[src/rtl/if_id_skid_reg_pkg.sv]
// Shared IF/ID definitions: default widths, bubble encoding and stall-counter width.
package if_id_defs;

  localparam int unsigned ADDR_W_DEF    = 32;
  localparam int unsigned INSTR_W_DEF   = 32;
  localparam int unsigned STALL_CNT_W   = 16;
  localparam logic [31:0] NOP_INSTR_DEF = 32'h0000_0000;

  // Saturating increment for the stall performance counter.
  function automatic logic [STALL_CNT_W-1:0] sat_inc(input logic [STALL_CNT_W-1:0] v);
    if (v == {STALL_CNT_W{1'b1}}) return v;
    return v + STALL_CNT_W'(1);
  endfunction

endpackage

[src/rtl/if_id_skid.sv]
// One-entry skid buffer holding a fetched (npc, instr) pair while the IF/ID stage is held.
module if_id_skid #(
  parameter int unsigned ADDR_W  = 32,
  parameter int unsigned INSTR_W = 32
) (
  input  logic               clk,
  input  logic               rst,
  input  logic               wr_en,
  input  logic               rd_en,
  input  logic               clr,
  input  logic [ADDR_W-1:0]  wr_npc,
  input  logic [INSTR_W-1:0] wr_instr,
  output logic               full,
  output logic [ADDR_W-1:0]  rd_npc,
  output logic [INSTR_W-1:0] rd_instr
);

  // Valid flag: clear wins over write, write wins over read.
  always_ff @(posedge clk or posedge rst) begin
    if (rst) begin
      full <= 1'b0;
    end else if (clr) begin
      full <= 1'b0;
    end else if (wr_en) begin
      full <= 1'b1;
    end else if (rd_en) begin
      full <= 1'b0;
    end
  end

  always_ff @(posedge clk or posedge rst) begin
    if (rst) begin
      rd_npc   <= '0;
      rd_instr <= '0;
    end else if (wr_en && !clr) begin
      rd_npc   <= wr_npc;
      rd_instr <= wr_instr;
    end
  end

endmodule

[src/rtl/if_id_skid_reg.sv]
// IF/ID pipeline register with stall, flush and a one-entry skid buffer.
// Optional stall performance counter enabled by defining IF_ID_PERF_EN.
module if_id_skid_reg
  import if_id_defs::*;
#(
  parameter int unsigned          ADDR_W    = ADDR_W_DEF,
  parameter int unsigned          INSTR_W   = INSTR_W_DEF,
  parameter logic [INSTR_W-1:0]   NOP_INSTR = INSTR_W'(NOP_INSTR_DEF)
) (
  input  logic               clk,
  input  logic               rst,
  input  logic               instruction_hit,
  input  logic               data_hit,
  input  logic               hazard_stall,
  input  logic               flush,
  input  logic               in_valid,
  input  logic [ADDR_W-1:0]  npc,
  input  logic [INSTR_W-1:0] instr,
  output logic               in_ready,
`ifdef IF_ID_PERF_EN
  output logic [STALL_CNT_W-1:0] stall_cycles,
`endif
  output logic               out_valid,
  output logic [ADDR_W-1:0]  npcout,
  output logic [INSTR_W-1:0] instrout
);

  logic               skid_full;
  logic [ADDR_W-1:0]  skid_npc;
  logic [INSTR_W-1:0] skid_instr;
  logic               accept_c;
  logic               hold_c;
  logic               skid_wr_c;
  logic               skid_rd_c;

  // in_ready comes straight off the skid flop so fetch sees no input-to-output path.
  assign in_ready  = ~skid_full;
  assign accept_c  = in_valid & instruction_hit & ~skid_full;
  assign hold_c    = ~data_hit | hazard_stall;
  assign skid_wr_c = ~flush & hold_c & accept_c;
  assign skid_rd_c = ~flush & ~hold_c & skid_full;

  if_id_skid #(
    .ADDR_W  (ADDR_W),
    .INSTR_W (INSTR_W)
  ) u_skid (
    .clk      (clk),
    .rst      (rst),
    .wr_en    (skid_wr_c),
    .rd_en    (skid_rd_c),
    .clr      (flush),
    .wr_npc   (npc),
    .wr_instr (instr),
    .full     (skid_full),
    .rd_npc   (skid_npc),
    .rd_instr (skid_instr)
  );

  // Output registers: flush > hold > drain skid > accept > bubble.
  always_ff @(posedge clk or posedge rst) begin
    if (rst) begin
      out_valid <= 1'b0;
      npcout    <= '0;
      instrout  <= NOP_INSTR;
    end else if (flush) begin
      out_valid <= 1'b0;
      npcout    <= '0;
      instrout  <= NOP_INSTR;
    end else if (hold_c) begin
      out_valid <= out_valid;
    end else if (skid_full) begin
      out_valid <= 1'b1;
      npcout    <= skid_npc;
      instrout  <= skid_instr;
    end else if (accept_c) begin
      out_valid <= 1'b1;
      npcout    <= npc;
      instrout  <= instr;
    end else begin
      out_valid <= 1'b0;
      instrout  <= NOP_INSTR;
    end
  end

`ifdef IF_ID_PERF_EN
  // Counts edges where a real instruction sits frozen in decode.
  always_ff @(posedge clk or posedge rst) begin
    if (rst) begin
      stall_cycles <= '0;
    end else if (hold_c && out_valid) begin
      stall_cycles <= sat_inc(stall_cycles);
    end
  end
`endif

endmodule

[config.mk]
export PLATFORM = sky130hd
export DESIGN_NAME = if_id_skid_reg
export DESIGN_NICKNAME = d
export VERILOG_FILES = /design/src/rtl/if_id_skid_reg_pkg.sv /design/src/rtl/if_id_skid.sv /design/src/rtl/if_id_skid_reg.sv
export SDC_FILE = /design/constraint.sdc
export NUM_CORES = 1
export LEC_CHECK = 0
export ABC_AREA = 1
export CORE_UTILIZATION = 23
export CTS_BUF_LIST = sky130_fd_sc_hd__clkbuf_8 sky130_fd_sc_hd__clkbuf_16
export DETAILED_ROUTE_END_ITERATION = 6
export GPL_TIMING_DRIVEN = 0
export PLACE_DENSITY = 0.42
export SLEW_MARGIN = 20
export SYNTH_ARGS = -nofsm -noshare
export SYNTH_HDL_FRONTEND = slang
export SYNTH_SLANG_ARGS = --single-unit
[constraint.sdc]
create_clock -name clk -period 8.2 [get_ports clk]
set_input_delay 2.05 -clock clk [delete_from_list [all_inputs] [get_ports clk]]
set_output_delay 2.05 -clock clk [all_outputs]
set_load 0.05 [all_outputs]
==> results of run 1 <==
report_power, final:
group / switching, mW / internal [mW]
Sequential: 0.0404 / 0.719
Clock: 0.313 / 0.523
Combinational: 0.175 / 0.103
Total: 0.528 / 1.35
stage by stage:
step / instances / hold WS [ps] / area [um2] / utilization / setup WS (ps)
after floorplan: 776 / 442 / 5910 / - / 2680
after global placement: 1240 / 454 / 7660 / 0.304 / 142
after detailed placement: 1241 / 457 / 7700 / 0.306 / 4300
after CTS: 1273 / 472 / 8340 / 0.331 / 3850
after global routing: 1273 / 486 / 8340 / 0.331 / 3790
final: 1273 / 465 / 8340 / 0.331 / 3890
synth_stat cells (all sizes together):
cell,n,area (um2)
nand4,32,200
clkbuf,11,41.3
inv,5,18.8
nand3,34,183
nor2,2,15.0
a21oi,2,21.3
dfrtp,130,3250
nand2,521,1960
buf,39,220
state kept, by name (all words and copies together), names as in the netlist:
register,flops
npcout,32
u_skid.rd_instr,32
out_valid,1
instrout,32
u_skid.rd_npc,32
u_skid.full,1
tightest hold or removal path, delay by kind of cell (launching register included):
family	cells	cell delay (ps)
and+or+nand+nor	2	90
DFF	1	340
worst paths after layout:
| kind | startpoint | to | slack, ps |
|---|---|---|---|
| hold / removal | npcout[6] | npcout[6] | 470 |
| setup / recovery | u_skid.full | in_ready | 3890 |
| min in group asynchronous | rst | instrout[10] | 2030 |
| hold reg to reg | npcout[6] | npcout[6] | 470 |
| setup reg to reg | u_skid.full | u_skid.rd_instr[26] | 6740 |
| max in group asynchronous | rst | instrout[1] | 5330 |
kinds of logic after synthesis:
logic type / count (synthesis) / synth area share
compound gates: 2 / 0.00360
flops: 130 / 0.550
simple gates: 589 / 0.399
buf+inv: 55 / 0.0474
layout make-up:
cell class,instances,area share
inverters,5,0.00315
clock buffers,18,0.0527
clock inverters,14,0.0242
plain buffers,50,0.0314
well taps,330,0.0495
multi-input cells,591,0.285
flip-flops and latches,130,0.390
repair buffers,135,0.164
routing by layer:
metal	track usage	vias up
met2	0.240	107
met3	0.0296	11
met1	0.222	2513
met4	0.0433	0
li1	-	2719
met5	0	-
==> results.md, run 1 <==
- Status: finished, final reports clean
- DR vias: about 5400
- CP endpoint kind: output port
- HP Class: flop to flop
- Clk_skew: ~11 ps
- Setup Viol. Count Final: 0
- Syn Nets: 847
- HPWL Detailed: 13.0 mm
- Register Area: approximately 3300 um2
- Tmin final: about 4300 ps
- 1st-pass router iterations: 5
- Post-cts sizing count: 0
- Nets: around 1000
- Synth cell types: 15
- Worst-Skew Late Latency: ~420 ps
- Worst reg2reg path depth: 6
- TritonCTS clock tree: built
- Vias in the first global route: between 5000 and 6000
- Mean post-synth cell area: between 7 and 8 um2
- Largest net degree at the start of global routing: 88
- Die height: 162 um
- Final hold violations: 0
- Final setup TNS: 0 ps
- Placer Congestion: approximately 0.75
- Max Fclk: around 230 MHz
- Startpoint type of the worst setup path: flop
- Total track usage: 0.156
- Worst rel slew slack: 0.619
- Clk sinks: 130
- Post-CTS Hold Fix Bufs: 0
- Initial DRC count: 262
- Final period util: 0.525
- Crit-path leading delay family: buffers and inverters
- Synthesis warning total: 0
- CP Class: flop to output port
- Commonest non-fill, non-tap cell in the layout: nand2_1
- Initial antenna violation count: 0
- Layout area overhead: 41.1%
- Cell depth of the worst setup path: 4
- Most frequent cells in the layout: 520 x nand2_1, 134 x clkdlybuf4s50_1, 130 x dfrtp_1
- Die X: ~160 um
- Die Area: around 26000 um2
- Arrival time worst endpoint: ~2300 ps
- Leakage Power: about 4.4 nW
- Pwr dens: ~220 nW/um2
- WL per Instance: 15.0 um
- Final Max Slew Viols: 0
- H-tree depth: 4
- Area of the multi-input gates: between 2000 and 2500 um2
- Core ar.: between 20000 and 30000 um2
- Starting Density: 0.235
- Critical path required time: just over 6000 ps
- Fill cells: around 2700
- Crit path largest cell delay: 850 ps
- Post-CTS Setup Inserts: 0
- Routed wire length: approximately 19 mm
- Met3 WL: between 600 and 700 um
- Grt total ovfl: 0
- Crit Path Max Fanout: 10
- Number of max-cap violations: 0
- CP Buf/Inv Count: 4
- First-pass GRT wire length: about 32 mm
- DR vias/cell: 4.20
- Met1 wire length: ~9.6 mm
- Rows: a little under 60
- Max clock buf depth: 2
- Mapped Area: 5910 um2
- Diodes inserted: 0
- Yosys reg bits: 130
- Root Buffer: clkbuf_16
- Post-route ant nets: 0
- Depth of the worst hold-timing path: 2
- Fraction of layout cells with a size suffix above 1: 0.0838
- RSZ-0062 raised after global routing: no
- Port buffer count: 134
- TritonCTS buffer count: 17
- Syn Inst Count: approximately 780
- Top layer in use: met4
- Number of remaining DRC errors: 0
- Sequential cell area fraction in the yosys report: 0.550
- # IOs: approximately 140
- Worst IR Drop VDD: 0.0000774 V
- Critical path, cell by cell: inv_2 -> buf_4 -> buf_2 -> clkdlybuf4s50_1
- Routed met2 length: between 8 and 9 mm
- Slew @ Worst Pin: 569 ps
- Clk pin slew, worst setup/hold paths: 60 ps
- Tot Pwr: 1.87 mW
- CP max-delay cell: clkdlybuf4s50_1
No activity file was read; power rests on OpenSTA's default activity.
==> run 2, diff against run 1 <==
Settings changed: PLACE_DENSITY 0.42 to 0.43.
Clock period 8.2 ns to 3.6 ns, I/O delays scaled along.
==> results.md, run 2 (synthesized netlist as in run 1, its figures left out) <==
- Final hold violations: 0
- Register Area: 3250 um2
- Number of remaining DRC errors: 0
- Fill cells: 2674
- Vias in the first global route: 5456
- CP Class: flop to output port
- TritonCTS clock tree: built
- Final instance area: 8350 um2
- Hold worst-path end: u_skid.rd_npc[23]
- Post-cts sizing count: 0
- Largest net degree at the start of global routing: 31
- Layout area overhead: 41.2%
- HPWL Detailed: between 10 and 15 mm
- Top layer in use: met4
- Final Max Slew Viols: 0
- 1st-pass router iterations: 4
- Met1 wire length: just over 9 mm
- Depth of the worst hold-timing path: 2
- Status: finished, final reports clean
- Most frequent cells in the layout: 520 x nand2_1, 134 x clkdlybuf4s50_1, 130 x dfrtp_1
- Clk sinks: 130
- Worst rel slew slack: 0.625
- R2R Path End: u_skid.rd_instr[5]
- Reg2Reg Setup Slack: between 2000 and 2500 ps
- Area of the multi-input gates: approximately 2400 um2
- Tmin final: ~3100 ps
- Fraction of layout cells with a size suffix above 1: 0.0867
- HP Class: flop to flop
- RSZ-0062 raised after global routing: no
- Pwr dens: approximately 500 nW/um2
- Slew @ Worst Pin: roughly 560 ps
- Arrival time worst endpoint: around 2200 ps
- CP endpoint kind: output port
- Initial DRC count: between 300 and 400
- Die height: 162 um
- Number of max-cap violations: 0
- Final setup TNS: 0 ps
- Post-CTS Hold Fix Bufs: 0
- Worst IR Drop VDD: around 0.00026 V
- Grt total ovfl: 0
- DR vias: 5329
- Core ar.: roughly 25000 um2
- HP Start: u_skid.rd_npc[23]
- Die X: ~160 um
- Rows: 58
- Met3 WL: ~770 um
- Port buffer count: around 130
- Critical path required time: ~2700 ps
- Worst reg2reg path depth: 6
- Crit Path Max Fanout: 10
- Root Buffer: clkbuf_16
- Nets: around 1000
- Routed met2 length: ~8.8 mm
- DR vias/cell: approximately 4.2
- Die Area: 26300 um2
- Clk pin slew, worst setup/hold paths: 60 ps
- Starting Density: 0.235
- Setup Viol. Count Final: 0
- TritonCTS buffer count: 17
- # IOs: roughly 140
- Initial antenna violation count: 1
- Startpoint type of the worst setup path: flop
- Worst-Skew Late Latency: about 420 ps
- WL per Instance: roughly 15 um
- Commonest non-fill, non-tap cell in the layout: nand2_1
- Routed wire length: roughly 19 mm
- Placer Congestion: around 0.7
- H-tree depth: 4
- Post-CTS Setup Inserts: 0
- Leakage Power: 4.36 nW
- Clk_skew: between 10 and 15 ps
- Critical R2R Launch: u_skid.full
- DP Area: around 7700 um2
- First-pass GRT wire length: between 30 and 40 mm
- Max Fclk: between 300 and 400 MHz
- Max clock buf depth: 2
- Total track usage: 0.154
- Post-route ant nets: 0
- Final period util: 0.872
run 2: cell count changes in the layout (fill, tap and decap cells not counted):
cell	change
buf_12	+4
bufinv_16	-2
clkinvlp_4	+2
buf_16	-1
diode_2	+1
clkinv_4	+2
inv_8	-2
run 2: critical path: stages (launching register included):
cell,delay (ps)
dfrtp_1,380
inv_2,120
buf_4,220
buf_2,270
clkdlybuf4s50_1,840
run 2: layer usage:
layer	GRT usage	vias up
met5	0	-
met4	0.0442	0
met3	0.0350	4
met2	0.237	99
met1	0.215	2498
li1	-	2728
run 2: layout make-up:
type	instances	share of cell area
diodes	1	0.000300
plain buffers	50	0.0313
clock buffers	18	0.0526
clock inverters	14	0.0186
inverters	5	0.00270
multi-input cells	591	0.285
flip-flops and latches	130	0.390
well taps	330	0.0495
repair buffers	138	0.170
run 2: report_power, final:
| part | total [mW] | switching [mW] | internal (mW) |
|---|---|---|---|
| Combinational | 0.633 | 0.392 | 0.241 |
| Clock | 1.77 | 0.721 | 1.05 |
| Sequential | 1.73 | 0.0929 | 1.64 |
run 2: metrics by stage:
step           hold slack [ps]  setup WS, ps   util  std cells  power, mW
6_report                   470           461  0.331       1277       4.13
2_1_floorplan              442          1090      -        776       2.13
4_1_cts                    474           408  0.331       1276       4.22
3_5_place_dp               458           877  0.308       1244       2.40
3_3_place_gp               453          -466  0.305       1240       2.39
5_1_grt                    486           317  0.331       1276       4.37
run 2: worst max-delay path by stage:
| stage | cells past startpoint | slack, ps | to | from |
|---|---|---|---|---|
| final | 4 | 460 | in_ready | u_skid.full |
| after floorplan | 1 | 1090 | instrout[0] | rst |
| after global routing | 4 | 320 | in_ready | u_skid.full |
| after detailed placement | 4 | 880 | in_ready | u_skid.full |
| after CTS | 4 | 410 | in_ready | u_skid.full |
| after global placement | 2 | -470 | instrout[22] | rst |
==> run 3, diff against run 2 <==
Settings changed: CTS_CLUSTER_DIAMETER set to 120.
==> results of run 3 <==
The final DEF is identical to that of run 2; final timing and power are the same.
